`src/rtl/dsi_sync_event_gen_if.sv`:
```
// Event queue handshake between dsi_sync_event_gen (master) and the DSI packet formatter (slave).
interface dsi_sync_event_gen_if;
   logic        evt_valid;
   logic        evt_ready;
   logic [5:0]  evt_code;
   logic [15:0] evt_wc;

   modport master (output evt_valid, output evt_code, output evt_wc, input evt_ready);
   modport slave  (input evt_valid, input evt_code, input evt_wc, output evt_ready);
endinterface

```
`src/rtl/dsi_sync_event_gen.sv`:
```
// Converts parallel-video sync/DE edges into a queue of DSI packet events and delays pixels to match.
// Optional macro WC_CHECK_EN adds a per-line byte count check against WC (wc_err).
module dsi_sync_event_gen #(
   parameter logic [15:0] WC         = 16'h05A0,
   parameter bit          VS_POL     = 1'b1,
   parameter bit          HS_POL     = 1'b1,
   parameter int unsigned FIFO_DEPTH = 4
) (
   input  logic                 PIXCLK,
   input  logic                 reset_n,
   input  logic                 VSYNC,
   input  logic                 HSYNC,
   input  logic                 DE,
   input  logic [23:0]          PIXDATA,
   dsi_sync_event_gen_if.master evt,
   output logic                 pix_valid,
   output logic [23:0]          pix_data,
   output logic [11:0]          line_cnt,
   output logic                 overflow,
   output logic                 wc_err
);
   localparam int unsigned AW  = (FIFO_DEPTH > 1) ? $clog2(FIFO_DEPTH) : 1;
   localparam int unsigned CW  = AW + 1;
   localparam int unsigned NEV = 5;

   localparam logic [5:0] C_VSS = 6'h01;
   localparam logic [5:0] C_VSE = 6'h11;
   localparam logic [5:0] C_HSS = 6'h21;
   localparam logic [5:0] C_HSE = 6'h31;
   localparam logic [5:0] C_LPS = 6'h3E;

   logic           r_s1_vs, r_s1_hs, r_s1_de;
   logic           r_s2_vs, r_s2_hs, r_s2_de;
   logic [23:0]    r_s1_pix, r_s2_pix;
   logic [1:0]     r_prime;
   logic [NEV-1:0] r_pend;
   logic [5:0]     r_mem [FIFO_DEPTH];
   logic [AW-1:0]  r_wr_ptr, r_rd_ptr;
   logic [CW-1:0]  r_count;
   logic [11:0]    r_line_cnt;
   logic           r_overflow;

   logic           w_armed;
   logic [NEV-1:0] w_edge;
   logic           w_de_fall;
   logic           w_pop, w_room, w_push;
   logic [NEV-1:0] w_sel;
   logic [5:0]     w_code;
   logic [11:0]    w_lc_base, w_lc_next;

   // Two-stage input pipe, syncs normalised to active-high
   always_ff @(posedge PIXCLK or negedge reset_n) begin
      if (!reset_n) begin
         r_s1_vs  <= 1'b0;
         r_s1_hs  <= 1'b0;
         r_s1_de  <= 1'b0;
         r_s1_pix <= '0;
         r_s2_vs  <= 1'b0;
         r_s2_hs  <= 1'b0;
         r_s2_de  <= 1'b0;
         r_s2_pix <= '0;
         r_prime  <= 2'd0;
      end else begin
         r_s1_vs  <= (VSYNC == VS_POL);
         r_s1_hs  <= (HSYNC == HS_POL);
         r_s1_de  <= DE;
         r_s1_pix <= PIXDATA;
         r_s2_vs  <= r_s1_vs;
         r_s2_hs  <= r_s1_hs;
         r_s2_de  <= r_s1_de;
         r_s2_pix <= r_s1_pix;
         if (r_prime != 2'd2) r_prime <= r_prime + 2'd1;
      end
   end

   // Edges are ignored until s1/s2 both hold post-reset samples
   assign w_armed   = (r_prime == 2'd2);
   assign w_edge    = {w_armed &  r_s1_de & ~r_s2_de,
                       w_armed & ~r_s1_vs & ~r_s1_hs &  r_s2_hs,
                       w_armed & ~r_s1_vs &  r_s1_hs & ~r_s2_hs,
                       w_armed & ~r_s1_vs &  r_s2_vs,
                       w_armed &  r_s1_vs & ~r_s2_vs};
   assign w_de_fall = w_armed & ~r_s1_de & r_s2_de;

   assign w_pop  = (r_count != '0) & evt.evt_ready;
   assign w_room = (r_count != CW'(FIFO_DEPTH)) | w_pop;

   // Retire the highest-priority pending event when the queue can take it
   always_comb begin
      w_sel  = '0;
      w_code = C_VSS;
      if (w_room) begin
         if      (r_pend[0]) begin w_sel = 5'b00001; w_code = C_VSS; end
         else if (r_pend[1]) begin w_sel = 5'b00010; w_code = C_VSE; end
         else if (r_pend[2]) begin w_sel = 5'b00100; w_code = C_HSS; end
         else if (r_pend[3]) begin w_sel = 5'b01000; w_code = C_HSE; end
         else if (r_pend[4]) begin w_sel = 5'b10000; w_code = C_LPS; end
      end
   end
   assign w_push = |w_sel;

   assign w_lc_base = w_sel[0] ? 12'd0 : r_line_cnt;
   assign w_lc_next = (w_de_fall && (w_lc_base != 12'hFFF)) ? w_lc_base + 12'd1 : w_lc_base;

   always_ff @(posedge PIXCLK or negedge reset_n) begin
      if (!reset_n) begin
         r_pend     <= '0;
         r_overflow <= 1'b0;
         r_wr_ptr   <= '0;
         r_rd_ptr   <= '0;
         r_count    <= '0;
         r_line_cnt <= '0;
         for (int i = 0; i < FIFO_DEPTH; i++) r_mem[i] <= '0;
      end else begin
         r_pend     <= (r_pend & ~w_sel) | w_edge;
         r_overflow <= r_overflow | (|(w_edge & r_pend & ~w_sel));
         r_line_cnt <= w_lc_next;
         if (w_push) begin
            r_mem[r_wr_ptr] <= w_code;
            r_wr_ptr        <= r_wr_ptr + AW'(1);
         end
         if (w_pop) r_rd_ptr <= r_rd_ptr + AW'(1);
         case ({w_push, w_pop})
            2'b10:   r_count <= r_count + CW'(1);
            2'b01:   r_count <= r_count - CW'(1);
            default: r_count <= r_count;
         endcase
      end
   end

   assign evt.evt_valid = (r_count != '0);
   assign evt.evt_code  = r_mem[r_rd_ptr];
   assign evt.evt_wc    = (r_mem[r_rd_ptr] == C_LPS) ? WC : 16'h0000;
   assign pix_valid     = r_s2_de;
   assign pix_data      = r_s2_pix;
   assign line_cnt      = r_line_cnt;
   assign overflow      = r_overflow;

`ifdef WC_CHECK_EN
   logic [15:0] r_pixcnt;
   logic        r_wc_err;
   logic [17:0] w_bytes;

   assign w_bytes = 18'(r_pixcnt) * 18'd3;

   // Active-pixel count per line, checked against WC at DE fall
   always_ff @(posedge PIXCLK or negedge reset_n) begin
      if (!reset_n) begin
         r_pixcnt <= '0;
         r_wc_err <= 1'b0;
      end else begin
         if (w_edge[4])                             r_pixcnt <= 16'd1;
         else if (r_s1_de && (r_pixcnt != 16'hFFFF)) r_pixcnt <= r_pixcnt + 16'd1;
         r_wc_err <= w_de_fall && (w_bytes != 18'(WC));
      end
   end
   assign wc_err = r_wc_err;
`else
   assign wc_err = 1'b0;
`endif
endmodule

```
`src/flat_wrapper.sv`:
```
// flat-port wrapper written by rule: the top's interface ports become plain ports
module dsi_sync_event_gen_flat 
#(
   parameter logic [15:0] WC         = 16'h05A0,
   parameter bit          VS_POL     = 1'b1,
   parameter bit          HS_POL     = 1'b1,
   parameter int unsigned FIFO_DEPTH = 4
)
  (PIXCLK, reset_n, VSYNC, HSYNC, DE, PIXDATA, pix_valid, pix_data, line_cnt, overflow, wc_err, evt_evt_valid, evt_evt_code, evt_evt_wc, evt_evt_ready);
  dsi_sync_event_gen_if evt_i ();
  input  logic PIXCLK;
  input  logic reset_n;
  input  logic VSYNC;
  input  logic HSYNC;
  input  logic DE;
  input  logic [23:0] PIXDATA;
  output logic pix_valid;
  output logic [23:0] pix_data;
  output logic [11:0] line_cnt;
  output logic overflow;
  output logic wc_err;
  output wire logic [$bits(evt_i.evt_valid)-1:0] evt_evt_valid;
  output wire logic [$bits(evt_i.evt_code)-1:0] evt_evt_code;
  output wire logic [$bits(evt_i.evt_wc)-1:0] evt_evt_wc;
  input wire logic [$bits(evt_i.evt_ready)-1:0] evt_evt_ready;
  assign evt_evt_valid = evt_i.evt_valid;
  assign evt_evt_code = evt_i.evt_code;
  assign evt_evt_wc = evt_i.evt_wc;
  assign evt_i.evt_ready = evt_evt_ready;
  dsi_sync_event_gen #(.WC(WC), .VS_POL(VS_POL), .HS_POL(HS_POL), .FIFO_DEPTH(FIFO_DEPTH)) u_core (.PIXCLK(PIXCLK), .reset_n(reset_n), .VSYNC(VSYNC), .HSYNC(HSYNC), .DE(DE), .PIXDATA(PIXDATA), .evt(evt_i), .pix_valid(pix_valid), .pix_data(pix_data), .line_cnt(line_cnt), .overflow(overflow), .wc_err(wc_err));
endmodule
```
`config.mk`:
```
export PLATFORM = sky130hd
export DESIGN_NAME = dsi_sync_event_gen_flat
export DESIGN_NICKNAME = d
export VERILOG_FILES = /design/src/rtl/dsi_sync_event_gen_if.sv /design/src/rtl/dsi_sync_event_gen.sv /design/src/flat_wrapper.sv
export SDC_FILE = /design/constraint.sdc
export NUM_CORES = 1
export LEC_CHECK = 0
export BUFFER_PORTS_ARGS = -buffer_cell sky130_fd_sc_hd__buf_2
export CORE_MARGIN = 2
export CORE_UTILIZATION = 52
export CTS_CLUSTER_DIAMETER = 150
export DETAILED_ROUTE_END_ITERATION = 10
export HOLD_SLACK_MARGIN = 0.15
export PLACE_DENSITY_LB_ADDON = 0.2
export SLEW_MARGIN = 30
export SYNTH_ARGS = -nofsm -noshare
export SYNTH_HDL_FRONTEND = slang
export SYNTH_SLANG_ARGS = --single-unit
```
`constraint.sdc`:
```
create_clock -name PIXCLK -period 3.1 [get_ports PIXCLK]
set_clock_uncertainty 0.05 [all_clocks]
set_input_delay 0.31 -clock PIXCLK [delete_from_list [all_inputs] [get_ports PIXCLK]]
set_output_delay 0.31 -clock PIXCLK [all_outputs]
set_load 0.1 [all_outputs]
```
==> run metrics <==
Mapped Cells 277; register area share after synthesis 65.72%; fin util 67.49%; Static Leak 2.235 nW; synthesis-to-layout area growth 24.83%; Nets 426; Routed Antenna Nets 0; syn_area_per_cell 13.33 µm²; Initial Util 54.07%; filler cell count 510; DRC Markers 0; via count 2376; worst-path cell chain or4b_4, nand2_1, and2_1, ha_1, nand3_1, nor3_1, nand3_1, mux2i_1; Iter 0 DRT Violations 133; worst skew pair latency 0.35 ns; post-route cell area 4611 µm²; Flop pwr share 40.1%; Yosys top cell by area dfrtp_1; first-pass GRT wire length 11.30 mm; Startpoint Class register; Pwr Total 0.004071 W; Power Density 883.0 nW/µm²; port buffer count 78; DRT Pass-1 Iters 4; min Tclk post-route 2.712 ns; Antenna Cells 0; ys async rst share 100.0%; Die Wd 88.28 µm; share of cells above drive strength 1 31.12%; most used cell, CP nand3_1; largest net degree at the start of global routing 50; Unique masters post-synth 48; ranking of synthesized cells by area dfrtp_1 66%, buf_4 3.7%, mux2_2 2.7%; upper clock frequency limit 368.8 MHz; critical path data arrival time 2.90 ns; Peak VDD IR 0.0004688 V; Tcrit/Tclk final 87.47%; top-area cell type share of the netlist area 65.72%; status completed; vias in the first global route 2427; Clock Tree Buf Depth 2; Crit Path Max Fanout 7; clock share of power 20.1%; Core ar. 6832 µm²; max incr delay on CP 0.62 ns; relative slew slack 60.33%; die area 7793 µm²; Reg clk slew, reported paths 0.09 ns; cells resized by post-CTS repair 0; Area after DPL 4130 µm²; final hold vios 0; WP data required 3.29 ns; Num CTS Buffers 9; RSZ-0062 raised after global routing no; Detail Placement HPWL 4.450 mm; Logic pwr share 39.8%; actual slew at the worst max-slew pin 0.5950 ns; crit end category register; setup TNS 0 ns; Post-Route WL 6.684 mm; Net Switching 0.001764 W; row count 30; Yosys reg bits 97; slowest CP cell or4b_4; synthesized area 3694 µm²; Switching Fraction 43.33%; Max Cap Violations 0; # IOs 92; setup bufs post-CTS 0; Total GRT Usage 19.09%; Pint 0.002307 W; WS Path Type reg -> reg; Vias/cell 4.869; number of synthesized flops with an enable pin 0; GPL Wtd Cong 0.7876; total grt overflow 0; Main synth FF type dfrtp_1; Die H 88.28 µm; antenna violations before repair 0; H-tree depth 3; Final Max Tran Viols 0; Hold Crit Class reg -> reg; Yosys warnings 0; CTS tree yes; final hold slack 0.3039 ns; Sinks on Clock Net 97; Clk Tree Root Cell clkbuf_8; Routed WL per cell 13.70 µm; Setup violations, final 0
[metrics by stage]
stage                     instances  setup WS [ns]
after floorplan                 289         0.1605
after CTS                       488         0.3885
after global routing            488         0.1955
after global placement          445         0.5141
final                           488         0.3883
after detailed placement        445         0.3973
[state kept, by name, indices dropped and copies added, names as in the netlist, 2 cells and up]
| signal | flops |
|---|---|
| u_core.pix_data | 24 |
| u_core.r_s1_pix | 24 |
| u_core.r_mem | 16 |
| u_core.line_cnt | 12 |
| u_core.r_pend | 5 |
| u_core.r_count | 3 |
| u_core.r_prime | 2 |
| u_core.r_rd_ptr | 2 |
| u_core.r_wr_ptr | 2 |
[power groups by stage]
stage / combinational (W) / sequential, W / clock, W
finish: 0.00162 / 0.00163 / 0.000818
global route: 0.00173 / 0.00166 / 0.000890
CTS: 0.00163 / 0.00163 / 0.000835
detailed placement: 0.00160 / 0.00166 / 0
global placement: 0.00158 / 0.00165 / 0
floorplan: 0.00118 / 0.00184 / 0
[critical path: cells and delay by family (launching register included)]
family	cells	cell delay (ns)
and+or+nand+nor	6	1.69
DFF	1	0.44
muxes	1	0.14
adders and majority gates	1	0.29
[layer usage]
metal	GRT usage (%)	vias to the layer above	routed length, µm
met1	24.19	1140	2803
met2	31.51	87	3308
met5	0	-	0
li1	-	1142	-
met3	5.597	7	500
met4	7.025	0	72
[cell usage in the layout, fill, tap and decap left out, types with 3 or more instances in the layout]
cell type	n
dfrtp_1	97
buf_2	77
dlygate4sd3_1	28
nor2_1	23
nand2_1	18
conb_1	13
inv_1	11
clkbuf_8	10
mux2_2	9
a21oi_1	8
nand4_1	8
xnor2_1	7
o21ai_0	7
ha_1	7
nand3_1	6
nor3_1	5
buf_4	5
xor2_1	4
mux4_2	4
a21o_1	4
and2_1	3
mux2i_1	3
nand3b_1	3
[final timing paths]
kind                                 endpoint  slack (ns)          startpoint  depth (start not counted)
max                        u_core.line_cnt[6]        0.39   u_core.r_count[0]                          8
min                        u_core.pix_data[9]        0.30  u_core.r_s1_pix[9]                          0
max reg2reg                u_core.line_cnt[6]        0.39   u_core.r_count[0]                          8
min reg2reg                u_core.pix_data[9]        0.30  u_core.r_s1_pix[9]                          0
max in group asynchronous    u_core.r_mem[15]        1.78             reset_n                          3
min in group asynchronous  u_core.pix_data[7]        0.46             reset_n                          2
[synthesized netlist by cell type, types with 2 or more instances]
master / instances
a21o_1: 4
a21oi_1: 8
and2_1: 3
buf_2: 2
buf_4: 18
clkbuf_1: 2
dfrtp_1: 97
ha_1: 7
inv_1: 11
mux2_2: 9
mux2i_1: 3
mux4_2: 4
nand2_1: 18
nand3_1: 6
nand3b_1: 3
nand4_1: 8
nor2_1: 23
nor2b_1: 2
nor3_1: 5
o21ai_0: 7
xnor2_1: 7
xor2_1: 4
[final cells by class]
class | instances | area [µm²] | area share [%]
multi-input cells | 159 | 1119 | 24.26
flip-flops and latches | 97 | 2427 | 52.65
clock inverters | 5 | 62.56 | 1.357
well taps | 96 | 120.1 | 2.605
repair buffers | 110 | 703.2 | 15.25
inverters | 11 | 41.29 | 0.8955
clock buffers | 10 | 137.6 | 2.985
[logic make-up (layout without fill, tap and decap cells)]
family / count (synthesis) / count (layout) / synth area share, %
compound gates: 31 / 31 / 6.098
xor+xnor: 11 / 11 / 2.608
fa+ha+maj: 8 / 8 / 2.913
buf+inv: 33 / 136 / 5.251
flops: 97 / 97 / 65.72
mux: 16 / 16 / 5.996
other cells: 1 / 13 / 0.1015
simple gates: 80 / 80 / 11.31
[repair_timing]
action                                 CTS  global route
endpoints found under the hold margin   74             0
setup endpoints to repair                0             0
hold buffers                            28             0
(Power assumes the default switching activity.)
